<file path="src/rtl/hazard_ctrl.sv">
// Hazard controller for a 5-stage MIPS pipeline: multi-cycle load-use stall, taken-branch flush, EX forwarding.
// Define HAZARD_FWD_EN to enable EX forwarding; without it, RAW hazards against EX/MEM stall instead.
module hazard_ctrl #(
   parameter int REG_W             = 5,
   parameter int LOAD_STALL_CYCLES = 1,
   parameter int FLUSH_CYCLES      = 1
) (
   input  logic             clk,
   input  logic             rst_n,
   input  logic [REG_W-1:0] id_rs,
   input  logic [REG_W-1:0] id_rt,
   input  logic [REG_W-1:0] ex_rs,
   input  logic [REG_W-1:0] ex_rt,
   input  logic [REG_W-1:0] ex_rd,
   input  logic             ex_memread,
   input  logic             ex_regwrite,
   input  logic [REG_W-1:0] mem_rd,
   input  logic [REG_W-1:0] wb_rd,
   input  logic             mem_regwrite,
   input  logic             wb_regwrite,
   input  logic             branch_taken,
   output logic             PCwrite,
   output logic             IFIDwrite,
   output logic             Ctrl_IDEX_mux,
   output logic             IFIDflush,
   output logic [1:0]       fwdA,
   output logic [1:0]       fwdB,
   output logic [1:0]       o_dbg_state
);

   typedef enum logic [1:0] {
      RUN   = 2'd0,
      STALL = 2'd1,
      FLUSH = 2'd2
   } state_t;

   localparam logic [3:0] STALL_INIT = 4'(LOAD_STALL_CYCLES - 1);
   localparam logic [2:0] FLUSH_INIT = 3'(FLUSH_CYCLES - 1);

   state_t     r_state;
   logic [3:0] r_stall_cnt;
   logic [2:0] r_flush_cnt;

   state_t     w_next_state;
   logic [3:0] w_next_stall;
   logic [2:0] w_next_flush;
   logic       w_pcwrite;
   logic       w_ifidwrite;
   logic       w_ctrl;
   logic       w_flush;
   logic       w_lu;
   logic       w_raw;
   logic [1:0] w_fwd_a;
   logic [1:0] w_fwd_b;

   assign w_lu = ex_memread && (ex_rt != '0) && ((ex_rt == id_rs) || (ex_rt == id_rt));

`ifdef HAZARD_FWD_EN
   function automatic logic [1:0] fwd_sel(input logic [REG_W-1:0] src);
      if (mem_regwrite && (mem_rd != '0) && (mem_rd == src))
         return 2'b10;
      else if (wb_regwrite && (wb_rd != '0) && (wb_rd == src))
         return 2'b01;
      else
         return 2'b00;
   endfunction

   logic w_unused_fwd;
   assign w_unused_fwd = ^{ex_regwrite, ex_rd};
   assign w_raw   = 1'b0;
   assign w_fwd_a = fwd_sel(ex_rs);
   assign w_fwd_b = fwd_sel(ex_rt);
`else
   // Register file is write-first, so only EX and MEM producers need a stall.
   function automatic logic raw_hit(input logic [REG_W-1:0] src);
      return (src != '0) &&
             ((ex_regwrite && (ex_rd == src)) || (mem_regwrite && (mem_rd == src)));
   endfunction

   logic w_unused_nofwd;
   assign w_unused_nofwd = ^{ex_rs, wb_rd, wb_regwrite};
   assign w_raw   = raw_hit(id_rs) || raw_hit(id_rt);
   assign w_fwd_a = 2'b00;
   assign w_fwd_b = 2'b00;
`endif

   always_comb begin
      w_pcwrite    = 1'b1;
      w_ifidwrite  = 1'b1;
      w_ctrl       = 1'b1;
      w_flush      = 1'b0;
      w_next_state = r_state;
      w_next_stall = r_stall_cnt;
      w_next_flush = r_flush_cnt;
      case (r_state)
         RUN: begin
            if (branch_taken) begin
               w_flush = 1'b1;
               w_ctrl  = 1'b0;
               if (FLUSH_CYCLES > 1) begin
                  w_next_state = FLUSH;
                  w_next_flush = FLUSH_INIT;
               end
            end else if (w_lu) begin
               w_pcwrite   = 1'b0;
               w_ifidwrite = 1'b0;
               w_ctrl      = 1'b0;
               if (LOAD_STALL_CYCLES > 1) begin
                  w_next_state = STALL;
                  w_next_stall = STALL_INIT;
               end
            end else if (w_raw) begin
               w_pcwrite   = 1'b0;
               w_ifidwrite = 1'b0;
               w_ctrl      = 1'b0;
            end
         end
         STALL: begin
            // A taken branch kills the stalled instruction, so the stall is abandoned.
            if (branch_taken) begin
               w_flush      = 1'b1;
               w_ctrl       = 1'b0;
               w_next_stall = 4'd0;
               if (FLUSH_CYCLES > 1) begin
                  w_next_state = FLUSH;
                  w_next_flush = FLUSH_INIT;
               end else begin
                  w_next_state = RUN;
               end
            end else begin
               w_pcwrite    = 1'b0;
               w_ifidwrite  = 1'b0;
               w_ctrl       = 1'b0;
               w_next_stall = r_stall_cnt - 4'd1;
               if (r_stall_cnt == 4'd1)
                  w_next_state = RUN;
            end
         end
         FLUSH: begin
            w_flush      = 1'b1;
            w_ctrl       = 1'b0;
            w_next_flush = r_flush_cnt - 3'd1;
            if (r_flush_cnt == 3'd1)
               w_next_state = RUN;
         end
         default: w_next_state = RUN;
      endcase
   end

   always_ff @(posedge clk or negedge rst_n) begin
      if (!rst_n) begin
         r_state     <= RUN;
         r_stall_cnt <= 4'd0;
         r_flush_cnt <= 3'd0;
      end else begin
         r_state     <= w_next_state;
         r_stall_cnt <= w_next_stall;
         r_flush_cnt <= w_next_flush;
      end
   end

   // Outputs are forced low combinationally for the whole time reset is held.
   assign PCwrite       = rst_n & w_pcwrite;
   assign IFIDwrite     = rst_n & w_ifidwrite;
   assign Ctrl_IDEX_mux = rst_n & w_ctrl;
   assign IFIDflush     = rst_n & w_flush;
   assign fwdA          = rst_n ? w_fwd_a : 2'b00;
   assign fwdB          = rst_n ? w_fwd_b : 2'b00;
   assign o_dbg_state   = r_state;

endmodule

</file>
<file path="config.mk">
export PLATFORM = sky130hd
export DESIGN_NAME = hazard_ctrl
export DESIGN_NICKNAME = d
export VERILOG_FILES = /design/src/rtl/hazard_ctrl.sv
export SDC_FILE = /design/constraint.sdc
export NUM_CORES = 1
export LEC_CHECK = 0
export ABC_AREA = 0
export ABC_CLOCK_PERIOD_IN_PS = 5200
export CAP_MARGIN = 20
export CORE_MARGIN = 2
export CORE_UTILIZATION = 32
export DETAILED_ROUTE_END_ITERATION = 12
export GPL_TIMING_DRIVEN = 0
export PLACE_DENSITY = 0.9
export SYNTH_ARGS = -nofsm -noshare
export SYNTH_HDL_FRONTEND = slang
export SYNTH_SLANG_ARGS = --single-unit
</file>
<file path="constraint.sdc">
create_clock -name clk -period 5.2 [get_ports clk]
set_input_delay 1.56 -clock clk [delete_from_list [all_inputs] [get_ports clk]]
set_output_delay 1.56 -clock clk [all_outputs]
set_load 0.05 [all_outputs]
</file>
==> out/summary.md <==
The flow ran to the end, and the final reports show no timing, DRC or antenna violations. After layout, the worst path uses 96.0% of the clock period. In the final layout, the share of cells above drive strength 1 is 12.5%. The number of different library cells used by synthesis comes to 19. After detailed placement, the total cell area comes to 865 um^2.

The tools report the launch point of the worst path as id_rt[1]. The layout has 0 clock buffers. The tools report the initial antenna violation count as 0. In this run the power density over the cells is 96.6 nW/um^2. The logs give 0 for the hold violation count in the final report and 0 for the number of inserted diodes. In the synthesized netlist, the number of instances is 65. Fill cell instance count of the final layout: 150.

Detailed placement ended at an HPWL of 1130 um. The wire length of the first global-routing pass was 2180 um; the number of hold-repair buffers added at the cts stage was 0. The count of input and output buffers came out at 34. From synthesis to final layout, the design area changed by 76.8%.

The cell area that synthesis handed to floorplanning was 485 um^2. The setup path with the least slack is of type in -> out. Summed over all cells, the static leakage comes to 0.352 nW. Number of top-level pins: 52. For the final wirelength, the log shows 1320 um. For the total area of sequential cells, the log shows 0 um^2. In this run the worst setup path terminates at Ctrl_IDEX_mux. The tools report the remaining number of nets flagged by the antenna check after routing as 0.

The chip width was 43.0 um. Entering global routing, the biggest net connects 5 pins. The required arrival time at the worst endpoint is 3.64 ns.

For this run, the number of Yosys warnings is 0. The tools report the critical path launch point type as an input pin. The sum of overflow across all layers after global routing is 0, and the area inside the core boundary is 1470 um^2. Total of endpoints with negative setup slack in the final report: 0. In this run the worst path has a maximum fanout of 4. The path class of the tightest hold or removal check is in -> out. The total number of nets in the final design is 148, and the number of global-route vias before repair is 523.

Dividing the detail-routed via count by the number of cells gives 4.58. Global routing used 14.6% of the available tracks across all layers. In this run, the number of DRC markers left after iteration 0 of detailed routing was 2.

For this block, the via count after detailed routing is 549. Mean routed wirelength per cell: 11.0 um. Counting both buffers and inverters, the worst setup path holds a total of 2. The signal on the critical path passes through clkdlybuf4s50_1 > or4_1 > nor2_1 > o211ai_1 > nor4b_2 > buf_2.

The tool flagged a number of max-cap violations equal to 0. The die is 43.0 um tall. In this run the mean area of a mapped cell was 7.47 um^2. The run gives 0 as the count of unresolved DRC violations after routing. The largest single stage delay on the critical path is 0.56 ns.

The tools report the die outline area as 1840 um^2. The critical path crosses 6 cells after its start point. The first detailed-routing pass took 2 iterations. The overall power came out at 0.0000829 W. The initial utilization of the core area, before any placement, comes to 33.0%.

The run gives 14 as the number of rows created at floorplan. The worst setup path is captured at an output pin. Based on the critical path, the design can be clocked at up to 0.200 GHz. For the largest vdd supply drop, the log shows 0.0361 mV.

The cell family contributing the most delay on the critical path is simple AND/OR/NAND/NOR gates. The final period demand of the worst path works out to 4.99 ns. The design has 0 sequential cells. Master of the slowest instance on the critical path: sky130_fd_sc_hd__or4_1. Once layout is done, the placed cells without fillers occupy 858 um^2. For this run, the register share of the synthesized area comes to 0%. Setup repair after global routing left no endpoint under its margin. The number of max-slew violations in the final report came out at 0. The final weighted congestion of routability-driven global placement was 0.732; the arrival time at the worst endpoint was 3.43 ns.
## cell usage in the layout, fill, tap and decap left out, types with 2 or more instances in the layout
master                            instances
sky130_fd_sc_hd__nand4_1                  2
sky130_fd_sc_hd__xnor2_1                  4
sky130_fd_sc_hd__and2_1                   2
sky130_fd_sc_hd__or4_1                    2
sky130_fd_sc_hd__nor3_1                   3
sky130_fd_sc_hd__nor2_1                   5
sky130_fd_sc_hd__nor4_1                   3
sky130_fd_sc_hd__clkdlybuf4s50_1         31
sky130_fd_sc_hd__buf_4                    8
sky130_fd_sc_hd__xor2_1                  26
sky130_fd_sc_hd__conb_1                   6
## synth_stat cells, drive strengths merged
| master | instances | area, um^2 |
|---|---|---|
| a21oi | 1 | 5.00 |
| a22oi | 1 | 7.51 |
| a32oi | 1 | 8.76 |
| and2 | 2 | 12.5 |
| buf | 7 | 52.6 |
| conb | 1 | 3.75 |
| inv | 1 | 3.75 |
| nand2 | 1 | 3.75 |
| nand4 | 2 | 12.5 |
| nor2 | 5 | 18.8 |
| nor3 | 3 | 15.0 |
| nor4 | 4 | 25.0 |
| nor4b | 1 | 15.0 |
| o211ai | 1 | 7.51 |
| o21ai | 1 | 8.76 |
| o31ai | 1 | 7.51 |
| or4 | 2 | 15.0 |
| xnor2 | 4 | 35.0 |
| xor2 | 26 | 228 |
## per-stage QoR
stage                     util (%)  TNS, ns  hold slack (ns)  setup slack, ns  std cells
after floorplan                  -        0             3.23            0.169         70
final                         58.3        0             3.91            0.210        120
after CTS                     58.6        0             3.98          0.00178        120
after global routing          58.3        0             3.95           0.0376        120
after global placement        58.8   -0.852             4.36           -0.329        120
after detailed placement      58.8   -0.968             4.37           -0.363        120
## power by group
group          leakage, nW   total, W  switching, W  internal, W
clock                    0          0             0            0
combinational        0.352  0.0000829     0.0000428    0.0000400
sequential               0          0             0            0
## worst min-delay path: cells and delay by family
kind                   cells  cell delay [ns]
buffers and inverters      2             0.66
AOI/OAI and AO/OA          2             0.13
## layout make-up
| class | instances | area [um^2] | area share, % |
|---|---|---|---|
| multi-input combinational | 62 | 454 | 52.9 |
| timing repair buffer | 34 | 328 | 38.2 |
| buffer | 7 | 52.6 | 6.12 |
| tap | 16 | 20.0 | 2.33 |
| inverter | 1 | 3.75 | 0.437 |
## worst min path at each step
stage	startpoint	to	slack, ns	cells past startpoint
floorplan	branch_taken	Ctrl_IDEX_mux	3.23	1
global placement	rst_n	IFIDwrite	4.36	4
detailed placement	rst_n	IFIDwrite	4.37	4
CTS	rst_n	PCwrite	3.98	5
global route	rst_n	IFIDwrite	3.95	4
finish	rst_n	IFIDwrite	3.91	4
## layer usage
metal | part of all wire (%) | vias up | track usage [%]
met5 | 0 | - | 0
met2 | 48 | 22 | 26.7
met1 | 43 | 233 | 20.0
li1 | - | 294 | -
met3 | 8.3 | 0 | 0.851
met4 | 0 | 0 | 0
## timing repair
action / in CTS / in global routing
setup endpoints to repair: 3 / 3
gates resized for setup: 7 / 5
setup buffers: 0 / 0
## cells by family (layout without fill, tap and decap cells)
logic type / Yosys count / in the layout / synth area share [%]
other cells: 1 / 6 / 0.772
compound gates: 6 / 6 / 9.28
buf+inv: 8 / 42 / 11.6
simple gates: 20 / 20 / 24.2
xor+xnor: 30 / 30 / 54.1
No activity file was read; power rests on OpenSTA's default activity.
